File: src/rtl/hazard_unit.sv
// Hazard detection and operand-forwarding control for a five-stage MIPS-style pipeline.
// Defining HAZARD_PERF_CNT_EN adds the stall_count port and its saturating stall counter.
module hazard_unit (
    input  logic        clock,
    input  logic        reset,
    input  logic [5:0]  fd_opcode,
    input  logic [5:0]  fd_funct,
    input  logic [4:0]  fd_rs,
    input  logic [4:0]  fd_rt,
    input  logic [4:0]  fd_rd,
    output logic        fd_stall,
    output logic        xm_stall,
    output logic [1:0]  d_fwd_sel1,
    output logic [1:0]  d_fwd_sel2,
    output logic [1:0]  x_fwd_sel_a,
    output logic [1:0]  x_fwd_sel_b
`ifdef HAZARD_PERF_CNT_EN
    ,
    output logic [15:0] stall_count
`endif
);

    localparam logic [5:0] OP_RTYPE = 6'b000000;
    localparam logic [5:0] OP_ADDI  = 6'b001000;
    localparam logic [5:0] OP_ANDI  = 6'b001100;
    localparam logic [5:0] OP_ORI   = 6'b001101;
    localparam logic [5:0] OP_XORI  = 6'b001110;
    localparam logic [5:0] OP_SLTI  = 6'b001010;
    localparam logic [5:0] OP_LW    = 6'b100011;
    localparam logic [5:0] OP_LB    = 6'b100000;
    localparam logic [5:0] OP_SW    = 6'b101011;
    localparam logic [5:0] OP_SB    = 6'b101000;
    localparam logic [5:0] OP_BEQ   = 6'b000100;
    localparam logic [5:0] OP_BNE   = 6'b000101;
    localparam logic [5:0] OP_J     = 6'b000010;
    localparam logic [5:0] OP_JAL   = 6'b000011;
    localparam logic [5:0] FN_JR    = 6'b001000;
    localparam logic [5:0] FN_SLL   = 6'b000000;
    localparam logic [5:0] FN_SRL   = 6'b000010;

    logic       isRtype, isJr, isShift, isLoad, isImm, isBranch;
    logic       src1Used, src2Used, decodeOp;
    logic [4:0] src1, src2, dest;

    logic       dxValid_q, dxValid_d, dxLoad_q, dxLoad_d;
    logic [4:0] dxDest_q, dxDest_d, dxSrc1_q, dxSrc1_d, dxSrc2_q, dxSrc2_d;
    logic       xmValid_q, xmLoad_q;
    logic [4:0] xmDest_q;
    logic       mwValid_q;
    logic [4:0] mwDest_q;

    logic       loadUse, decodeHaz;

    // Unused sources are forced to register 0 so they can never match a destination.
    always_comb begin
        isRtype  = (fd_opcode == OP_RTYPE);
        isJr     = isRtype && (fd_funct == FN_JR);
        isShift  = isRtype && ((fd_funct == FN_SLL) || (fd_funct == FN_SRL));
        isLoad   = (fd_opcode == OP_LW) || (fd_opcode == OP_LB);
        isImm    = (fd_opcode == OP_ADDI) || (fd_opcode == OP_ANDI) || (fd_opcode == OP_ORI) ||
                   (fd_opcode == OP_XORI) || (fd_opcode == OP_SLTI);
        isBranch = (fd_opcode == OP_BEQ) || (fd_opcode == OP_BNE);
        decodeOp = isBranch || isJr;
        src1Used = !((fd_opcode == OP_J) || (fd_opcode == OP_JAL) || isShift);
        src2Used = (isRtype && !isJr) || isBranch || (fd_opcode == OP_SW) || (fd_opcode == OP_SB);
        src1     = src1Used ? fd_rs : (isShift ? fd_rt : 5'd0);
        src2     = src2Used ? fd_rt : 5'd0;
        dest     = 5'd0;
        if (isRtype && !isJr) begin
            dest = fd_rd;
        end else if (isImm || isLoad) begin
            dest = fd_rt;
        end else if (fd_opcode == OP_JAL) begin
            dest = 5'd31;
        end
    end

    function automatic logic [1:0] fwdSel(input logic [4:0] src, input logic xmV, input logic xmL,
                                          input logic [4:0] xmD, input logic mwV, input logic [4:0] mwD);
        if ((src != 5'd0) && xmV && !xmL && (xmD == src)) return 2'd1;
        if ((src != 5'd0) && mwV && (mwD == src)) return 2'd2;
        return 2'd0;
    endfunction

    function automatic logic decodeHit(input logic [4:0] src, input logic dxV, input logic [4:0] dxD,
                                       input logic xmV, input logic xmL, input logic [4:0] xmD);
        return (src != 5'd0) && ((dxV && (dxD == src)) || (xmV && xmL && (xmD == src)));
    endfunction

    always_comb begin
        loadUse   = dxValid_q && dxLoad_q && (dxDest_q != 5'd0) &&
                    ((src1 == dxDest_q) || (src2 == dxDest_q));
        decodeHaz = decodeOp &&
                    (decodeHit(src1, dxValid_q, dxDest_q, xmValid_q, xmLoad_q, xmDest_q) ||
                     decodeHit(src2, dxValid_q, dxDest_q, xmValid_q, xmLoad_q, xmDest_q));
        fd_stall    = loadUse || decodeHaz;
        xm_stall    = !xmValid_q;
        d_fwd_sel1  = fwdSel(src1, xmValid_q, xmLoad_q, xmDest_q, mwValid_q, mwDest_q);
        d_fwd_sel2  = fwdSel(src2, xmValid_q, xmLoad_q, xmDest_q, mwValid_q, mwDest_q);
        x_fwd_sel_a = fwdSel(dxSrc1_q, xmValid_q, xmLoad_q, xmDest_q, mwValid_q, mwDest_q);
        x_fwd_sel_b = fwdSel(dxSrc2_q, xmValid_q, xmLoad_q, xmDest_q, mwValid_q, mwDest_q);
    end

    // A stalled decode sends an all-zero bubble into the execute slot.
    always_comb begin
        dxValid_d = !fd_stall;
        dxLoad_d  = fd_stall ? 1'b0 : isLoad;
        dxDest_d  = fd_stall ? 5'd0 : dest;
        dxSrc1_d  = fd_stall ? 5'd0 : src1;
        dxSrc2_d  = fd_stall ? 5'd0 : src2;
    end

    always_ff @(posedge clock) begin
        if (reset) begin
            dxValid_q <= 1'b0;
            dxLoad_q  <= 1'b0;
            dxDest_q  <= 5'd0;
            dxSrc1_q  <= 5'd0;
            dxSrc2_q  <= 5'd0;
            xmValid_q <= 1'b0;
            xmLoad_q  <= 1'b0;
            xmDest_q  <= 5'd0;
            mwValid_q <= 1'b0;
            mwDest_q  <= 5'd0;
        end else begin
            dxValid_q <= dxValid_d;
            dxLoad_q  <= dxLoad_d;
            dxDest_q  <= dxDest_d;
            dxSrc1_q  <= dxSrc1_d;
            dxSrc2_q  <= dxSrc2_d;
            xmValid_q <= dxValid_q;
            xmLoad_q  <= dxLoad_q;
            xmDest_q  <= dxDest_q;
            mwValid_q <= xmValid_q;
            mwDest_q  <= xmDest_q;
        end
    end

`ifdef HAZARD_PERF_CNT_EN
    logic [15:0] stallCount_q;

    always_ff @(posedge clock) begin
        if (reset) begin
            stallCount_q <= 16'd0;
        end else if (fd_stall && (stallCount_q != 16'hFFFF)) begin
            stallCount_q <= stallCount_q + 16'd1;
        end
    end

    assign stall_count = stallCount_q;
`endif

endmodule

File: config.mk
export PLATFORM = sky130hd
export DESIGN_NAME = hazard_unit
export DESIGN_NICKNAME = d
export VERILOG_FILES = /design/src/rtl/hazard_unit.sv
export SDC_FILE = /design/constraint.sdc
export NUM_CORES = 1
export LEC_CHECK = 0
export ABC_CLOCK_PERIOD_IN_PS = 6000
export BUFFER_PORTS_ARGS = -buffer_cell sky130_fd_sc_hd__clkbuf_2
export CAP_MARGIN = 15
export CORE_ASPECT_RATIO = 0.7
export CORE_UTILIZATION = 58
export DETAILED_ROUTE_END_ITERATION = 10
export PLACE_DENSITY = 0.83
export SLEW_MARGIN = 15
export SYNTH_ARGS = -nofsm -noshare
export SYNTH_HDL_FRONTEND = slang
export SYNTH_SLANG_ARGS = --single-unit
File: constraint.sdc
create_clock -name clock -period 6 [get_ports clock]
set_clock_uncertainty 0.05 [all_clocks]
set_input_delay 1.2 -clock clock [delete_from_list [all_inputs] [get_ports clock]]
set_output_delay 1.2 -clock clock [all_outputs]
set_load 0.01 [all_outputs]
Yosys cells after proc, flatten, opt, wreduce, memory -nomap -nowiden --
Index checks and enable logic that the tools add are counted. Widths: inputs -> output; s select.
Cells by class: equal/unequal tests 27, reduce and logical (&&, ||, !) cells 65, multiplexer cells 34
Operator list (count):
- $eq 5x5->1 | 12
- $eq 6x4->1 const B | 6
- $logic_and 1x1->1 | 34
- $mux 2 | 16
- $mux 5 | 6
- $reduce_bool 5->1 | 5
- $eq 6x6->1 const B | 4
- $logic_or 1x1->1 | 19
- $eq 6x2->1 const B | 3
- $eq 6x3->1 const B | 2
- $logic_not 6->1 | 2
- $mux 1 | 12
- $logic_not 1->1 | 4
- $reduce_or 2->1 | 1
Word-level totals: bits in registers 30, input bits 29, logic and storage cells 136, output and inout port bits 10

Longest topological paths before layout --
Gate-level depths: netlist of run 1.
depth after elaboration 16, depth in mapped cells 10, depth with buffers taken out 8

Worst setup path before layout of run 1 --
OpenSTA, ideal clock, no wires.
path type input -> output, start in fd_opcode[3], end out fd_stall, buffers on the path 1, arrival 3476 ps, required time 4750 ps, cell stages on the path 9, slack 1274 ps, cells stage by stage or4_1 a2111oi_0 buf_2 o21ai_0 xnor2_1 nor4_1 nand3_1 a21oi_2 or2_2
On the way: longest elaborated chain between the ends 15
Ends and longest elaborated chain:
- start, declared | RTL line 6 | input logic [5:0] fd_opcode,
- $logic_not 6->1 | RTL line 56 | isRtype = (fd_opcode == OP_RTYPE);
- $logic_and 1x1->1 | RTL line 57 | isJr = isRtype && (fd_funct == FN_JR);
- $logic_not 1->1 | RTL line 65 | src2Used = (isRtype && !isJr) || isBranch || (fd_opcode == OP_SW) || (fd_opcode == OP_SB);
- $logic_and 1x1->1 | RTL line 65
- $logic_or 1x1->1 (3 in a row) | RTL line 65
- $mux 5 | RTL line 67 | src2 = src2Used ? fd_rt : 5'd0;
- $eq 5x5->1, on equally long branches | RTL line 87, 92
- $logic_and 1x1->1 | RTL line 87 | return (src != 5'd0) && ((dxV && (dxD == src)) || (xmV && xmL && (xmD == src)));
- $logic_or 1x1->1 | RTL line 87
- $logic_and 1x1->1 | RTL line 87
- $logic_or 1x1->1 | RTL line 94 | (decodeHit(src1, dxValid_q, dxDest_q, xmValid_q, xmLoad_q, xmDest_q) ||
- $logic_and 1x1->1 | RTL line 93 | decodeHaz = decodeOp &&
- $logic_or 1x1->1 (*) | RTL line 96 | fd_stall = loadUse || decodeHaz;
- end, declared | RTL line 11 | output logic fd_stall,
Mark *: on every way between the ends. The rest lies on a longest branch, timed or not.

Final worst setup path of run 1 --
start in fd_opcode[1], end out fd_stall
The elaborated chain is that of the path after synthesis.

==> flow_summary.json, run 1 <==
{
  "outcome": "complete, no violations",
  "die_area_um2": 3694,
  "grt_util_all_layers_pct": 30.49,
  "leakage_nw": 0.9263,
  "cp-startpoint": "fd_opcode[1]",
  "async_flop_share_pct": 0,
  "overflow": 0,
  "worstHoldEndpoint": "xmLoad_q",
  "vias": 1884,
  "place.port_buffers": 38,
  "wl_per_cell_um": 17.04,
  "start_kind": "input port",
  "wl_um": 5249,
  "nNetsFinal": 289,
  "hold_class": "reg2reg",
  "period_minus_slack_ns": 5.247,
  "endpoint_kind": "primary output",
  "worstPathMaxFanout": 11,
  "vias_per_cell": 6.117,
  "synth-seq-cells": 30,
  "diodes": 0,
  "ff2ff_path_depth": 6,
  "cts_htree_levels": 2,
  "drive_gt1_share_pct": 23.75,
  "vdd_drop_max_v": 0.0001820,
  "cts_sinks": 30,
  "synthCells": 232,
  "final_common_cell": "clkbuf_2",
  "rows": 17,
  "die_w_um": 72.22,
  "start_util_pct": 62.33,
  "cts_buffers": 5,
  "cts_root_buf": "clkbuf_8",
  "p_per_area_nw_per_um2": 197.2,
  "grt_start_max_net_pins": 31,
  "rrSetupSlack_ns": 3.89,
  "dieHeight_um": 51.16,
  "instances_no_fill": 308,
  "rsz0062_at_grt": "no",
  "crit_type": "in2out",
  "dp_hpwl_um": 3997,
  "max_slew_margin_pct": 59.10,
  "synth_edf_count": 0,
  "drc_errors": 0,
  "crit_required_ns": 4.75,
  "post-route-period-util_pct": 87.46,
  "antenna_found_initial": 0,
  "fmax_mhz": 190.6,
  "ys_warn_count": 0,
  "synth_area_per_cell_um2": 8.629,
  "worstPathArrival_ns": 4.00,
  "finalSetupTns_ns": 0,
  "cts_tree": "yes",
  "syn_to_final_growth_pct": 14.44,
  "grt_pass1_wl_um": 8169,
  "worstHoldStart": "dxLoad_q",
  "grt_pass1_vias": 1602,
  "min_path_cells": 1,
  "finalSetupViolations": 0,
  "drt-initial-drc-count": 115,
  "syn_area_um2": 2002,
  "fillCellCount": 270,
  "yosysSeqAreaShare_pct": 30.00,
  "ys.flop_type": "dfxtp_1",
  "ctsResizeCount": 0,
  "ios": 39,
  "r2r_start": "xmDest_q[4]",
  "clk_pin_slew_ns": 0.06,
  "worstMarginPinSlew_ns": 0.5964,
  "drv_cap": 0,
  "fin_total_pwr_w": 0.0004517,
  "place.gp.congestion": 1.056,
  "antenna_left": 0,
  "cts_setup_buffers": 0,
  "dr.pass1.iters": 7,
  "slew_viol_final": 0,
  "holdBufCountCts": 0,
  "layout_common_cells": "38 x clkbuf_2, 32 x xnor2_1, 30 x dfxtp_1, 19 x nor4_1, 17 x xor2_1",
  "yosysUniqueCellTypes": 44,
  "clockBufferDepth": 2,
  "synth_nets": 261,
  "r2r_end": "dxSrc1_q[1]",
  "coreArea_um2": 3212,
  "insertion_delay_ns": 0.28,
  "finalHoldViolCount": 0,
  "dp.cells": 300
}
## final cells by class
cell class / instances / area, um^2 / share of cell area (%)
Tap cell: 47 / 58.81 / 2.567
Multi-Input combinational cell: 177 / 1294 / 56.47
Sequential cell: 30 / 600.6 / 26.22
Clock inverter: 2 / 12.51 / 0.5461
Timing Repair Buffer: 44 / 235.2 / 10.27
Inverter: 2 / 7.507 / 0.3277
Clock buffer: 6 / 82.58 / 3.605
## critical path: stages
cell and delay [ns]:
clkbuf_2 0.18, or4b_2 0.66, o2bb2ai_1 0.37, o21ai_0 0.30, xnor2_1 0.21, nor4_1 0.41
nand4_1 0.16, a41oi_2 0.24, or2_2 0.14, clkbuf_2 0.12
## through the flow
step	hold slack, ns	setup slack (ns)	area [um^2]	utilization (%)
after floorplan	0.3812	1.274	2002	-
after global placement	0.4134	0.8533	2196	68.37
after detailed placement	0.4147	0.7751	2196	68.37
after CTS	0.4240	0.7955	2291	71.33
after global routing	0.4417	0.6228	2291	71.33
final	0.4254	0.7526	2291	71.33
## flip-flops by register name, summed over array words and instances (netlist names)
register and count:
mwValid_q 1, dxLoad_q 1, dxDest_q 5, dxValid_q 1, dxSrc1_q 5, xmLoad_q 1, xmValid_q 1, xmDest_q 5
dxSrc2_q 5, mwDest_q 5
## where the power goes
group | internal [W] | switching [W]
Sequential | 0.000204 | 0.00000703
Clock | 0.0000919 | 0.0000772
Combinational | 0.0000317 | 0.0000394
Total | 0.000328 | 0.000124
## routing by layer
layer | GRT usage (%) | part of all wire [%] | vias to the layer above
met5 | 0 | 0 | -
met1 | 43.57 | 47 | 879
met3 | 10.65 | 12 | 6
met4 | 9.804 | 1.2 | 0
li1 | - | - | 897
met2 | 42.21 | 40 | 102
## synth_stat cells, types with 2 or more instances
cell      number  area share, %
a222oi_1       5            2.5
nor4_1        19            5.9
inv_1          2           0.38
buf_2          3           0.75
a21boi_0       5            1.9
xor2_1        17            7.4
o21ai_0        5            1.2
xnor2_1       32             14
nand4_1        9            2.8
or4_1          5            1.9
nor2b_1       13            4.1
nor2_1        13            2.4
dfxtp_1       30             30
nor4bb_1       2            1.0
nand3_1        4            1.0
mux2i_1        4            2.0
nand2_1        6            1.1
clkbuf_1      18            3.4
nor3_1        11            2.7
or2_2          3           0.94
a21oi_1        3           0.75
## how the worst max path moves through the flow
stage	endpoint	slack, ns	cells past startpoint
2_1_floorplan	fd_stall	1.27	9
3_3_place_gp	fd_stall	0.85	10
3_5_place_dp	fd_stall	0.78	10
4_1_cts	fd_stall	0.80	10
5_1_grt	fd_stall	0.62	10
6_report	fd_stall	0.75	10
## cell families (layout without fill, tap and decap cells)
family	count (synthesis)	after routing	share of synthesized area, %
multiplexers	5	5	2.687
AO/OA/AOI/OAI	28	28	11.00
AND/OR/NAND/NOR	95	95	29.44
XOR/XNOR	49	49	21.44
flip-flops	30	30	30.00
buffers and inverters	25	54	5.437
Power figures use the tool's default switching activity.
==> run 2, diff against run 1 <==
Settings changed: BUFFER_PORTS_ARGS -buffer_cell sky130_fd_sc_hd__clkbuf_2 to not set, DONT_BUFFER_PORTS set to 1, PLACE_DENSITY 0.83 to 0.85.
==> flow_summary.json, run 2 (same netlist as run 1, synthesis figures left out) <==
{
  "dieHeight_um": 51.16,
  "cts_htree_levels": 2,
  "switchingPower_w": 0.0001085,
  "max_slew_margin_pct": 44.43,
  "grt_util_all_layers_pct": 30.19,
  "final_common_cell": "xnor2_1",
  "cts_sinks": 30,
  "overflow": 0,
  "rsz0062_at_grt": "no",
  "period_minus_slack_ns": 4.975,
  "antenna_found_initial": 0,
  "wl_per_cell_um": 18.65,
  "finalSetupTns_ns": 0,
  "holdBufCountCts": 0,
  "cts_root_buf": "clkbuf_8",
  "die_area_um2": 3694,
  "dp.cells": 260,
  "cts_setup_buffers": 0,
  "hold_class": "reg2reg",
  "insertion_delay_ns": 0.29,
  "vias": 1715,
  "crit_type": "in2out",
  "regArea_um2": 600.6,
  "outcome": "complete, no violations",
  "multiInputGateArea_um2": 1294,
  "start_util_pct": 62.33,
  "vias_per_cell": 6.399,
  "die_w_um": 72.22,
  "grt_pass1_vias": 1659,
  "finalHoldViolCount": 0,
  "leakage_nw": 0.7559,
  "antenna_left": 0,
  "slew_viol_final": 0,
  "layout_common_cells": "32 x xnor2_1, 30 x dfxtp_1, 19 x nor4_1, 17 x xor2_1",
  "clockBufferDepth": 2,
  "dr.pass1.iters": 4,
  "place.gp.congestion": 0.9862,
  "p_clk_share_pct": 39.6,
  "cts_tree": "yes",
  "instances_no_fill": 268,
  "post-route-period-util_pct": 82.91,
  "start_kind": "input port",
  "crit_required_ns": 4.75,
  "p_comb_share_pct": 11.1,
  "cts_buffers": 5,
  "fmax_mhz": 201.0,
  "drive_gt1_share_pct": 9.502,
  "drv_cap": 0,
  "ctsResizeCount": 0,
  "switching_share_pct": 25.27,
  "worstPathArrival_ns": 3.72,
  "diodes": 0,
  "syn_to_final_growth_pct": 4.000,
  "coreArea_um2": 3212,
  "wl_um": 4999,
  "intPower_w": 0.0003208,
  "clk_pin_slew_ns": 0.07,
  "p_per_area_nw_per_um2": 206.2,
  "fillCellCount": 276,
  "ios": 39,
  "drc_errors": 0,
  "vdd_drop_max_v": 0.0001413,
  "grt_pass1_wl_um": 8135,
  "dp_hpwl_um": 3884,
  "nNetsFinal": 249,
  "rows": 17,
  "drt-initial-drc-count": 238,
  "finalSetupViolations": 0,
  "place.port_buffers": 0,
  "grt_start_max_net_pins": 31,
  "worstMarginPinSlew_ns": 0.8219,
  "whs_ns": 0.4420,
  "endpoint_kind": "primary output",
  "sequentialPowerShare_pct": 49.3,
  "worstPathMaxFanout": 8
}
run 2: final timing paths:
| path | start | end | slack, ns | cells after the start |
|---|---|---|---|---|
| setup / recovery | fd_opcode[3] | d_fwd_sel1[1] | 1.03 | 7 |
| hold / removal | dxLoad_q | xmLoad_q | 0.44 | 1 |
| setup reg to reg | xmDest_q[4] | dxSrc1_q[1] | 3.90 | 6 |
| hold reg to reg | dxLoad_q | xmLoad_q | 0.44 | 1 |
run 2: layer usage:
layer	up-vias	part of all wire [%]	global-route usage, %
met1	789	47	44.26
met5	-	0	0
met2	97	39	40.81
met3	8	12	10.85
met4	0	1.2	8.170
li1	821	-	-
run 2: stage by stage:
stage | cell area (um^2) | power, W | utilization (%) | setup slack, ns
after floorplan | 2002 | 0.0002604 | - | 1.274
after global placement | 1991 | 0.0002621 | 61.98 | 1.118
after detailed placement | 1991 | 0.0002627 | 61.98 | 1.121
after CTS | 2082 | 0.0004329 | 64.82 | 1.115
after global routing | 2082 | 0.0004478 | 64.82 | 0.8340
final | 2082 | 0.0004293 | 64.82 | 1.025
run 2: power groups by stage:
stage	registers [W]	clock network (W)	logic, W
finish	0.000212	0.000170	0.0000477
detailed placement	0.000216	0	0.0000469
global placement	0.000216	0	0.0000463
CTS	0.000211	0.000174	0.0000472
floorplan	0.000212	0	0.0000480
global route	0.000212	0.000183	0.0000531
run 2: layout make-up:
cell class | instances | area share, %
Timing Repair Buffer | 4 | 1.442
Inverter | 2 | 0.3606
Multi-Input combinational cell | 177 | 62.14
Sequential cell | 30 | 28.85
Tap cell | 47 | 2.825
Clock inverter | 1 | 0.2404
Clock buffer | 7 | 4.147
run 2: critical path: stages:
cell      delay, ns
nor4_4         0.47
nand4b_4       0.26
mux2i_1        0.52
xor2_1         0.18
nand4_1        0.13
nor4b_1        0.75
nor2_1         0.20
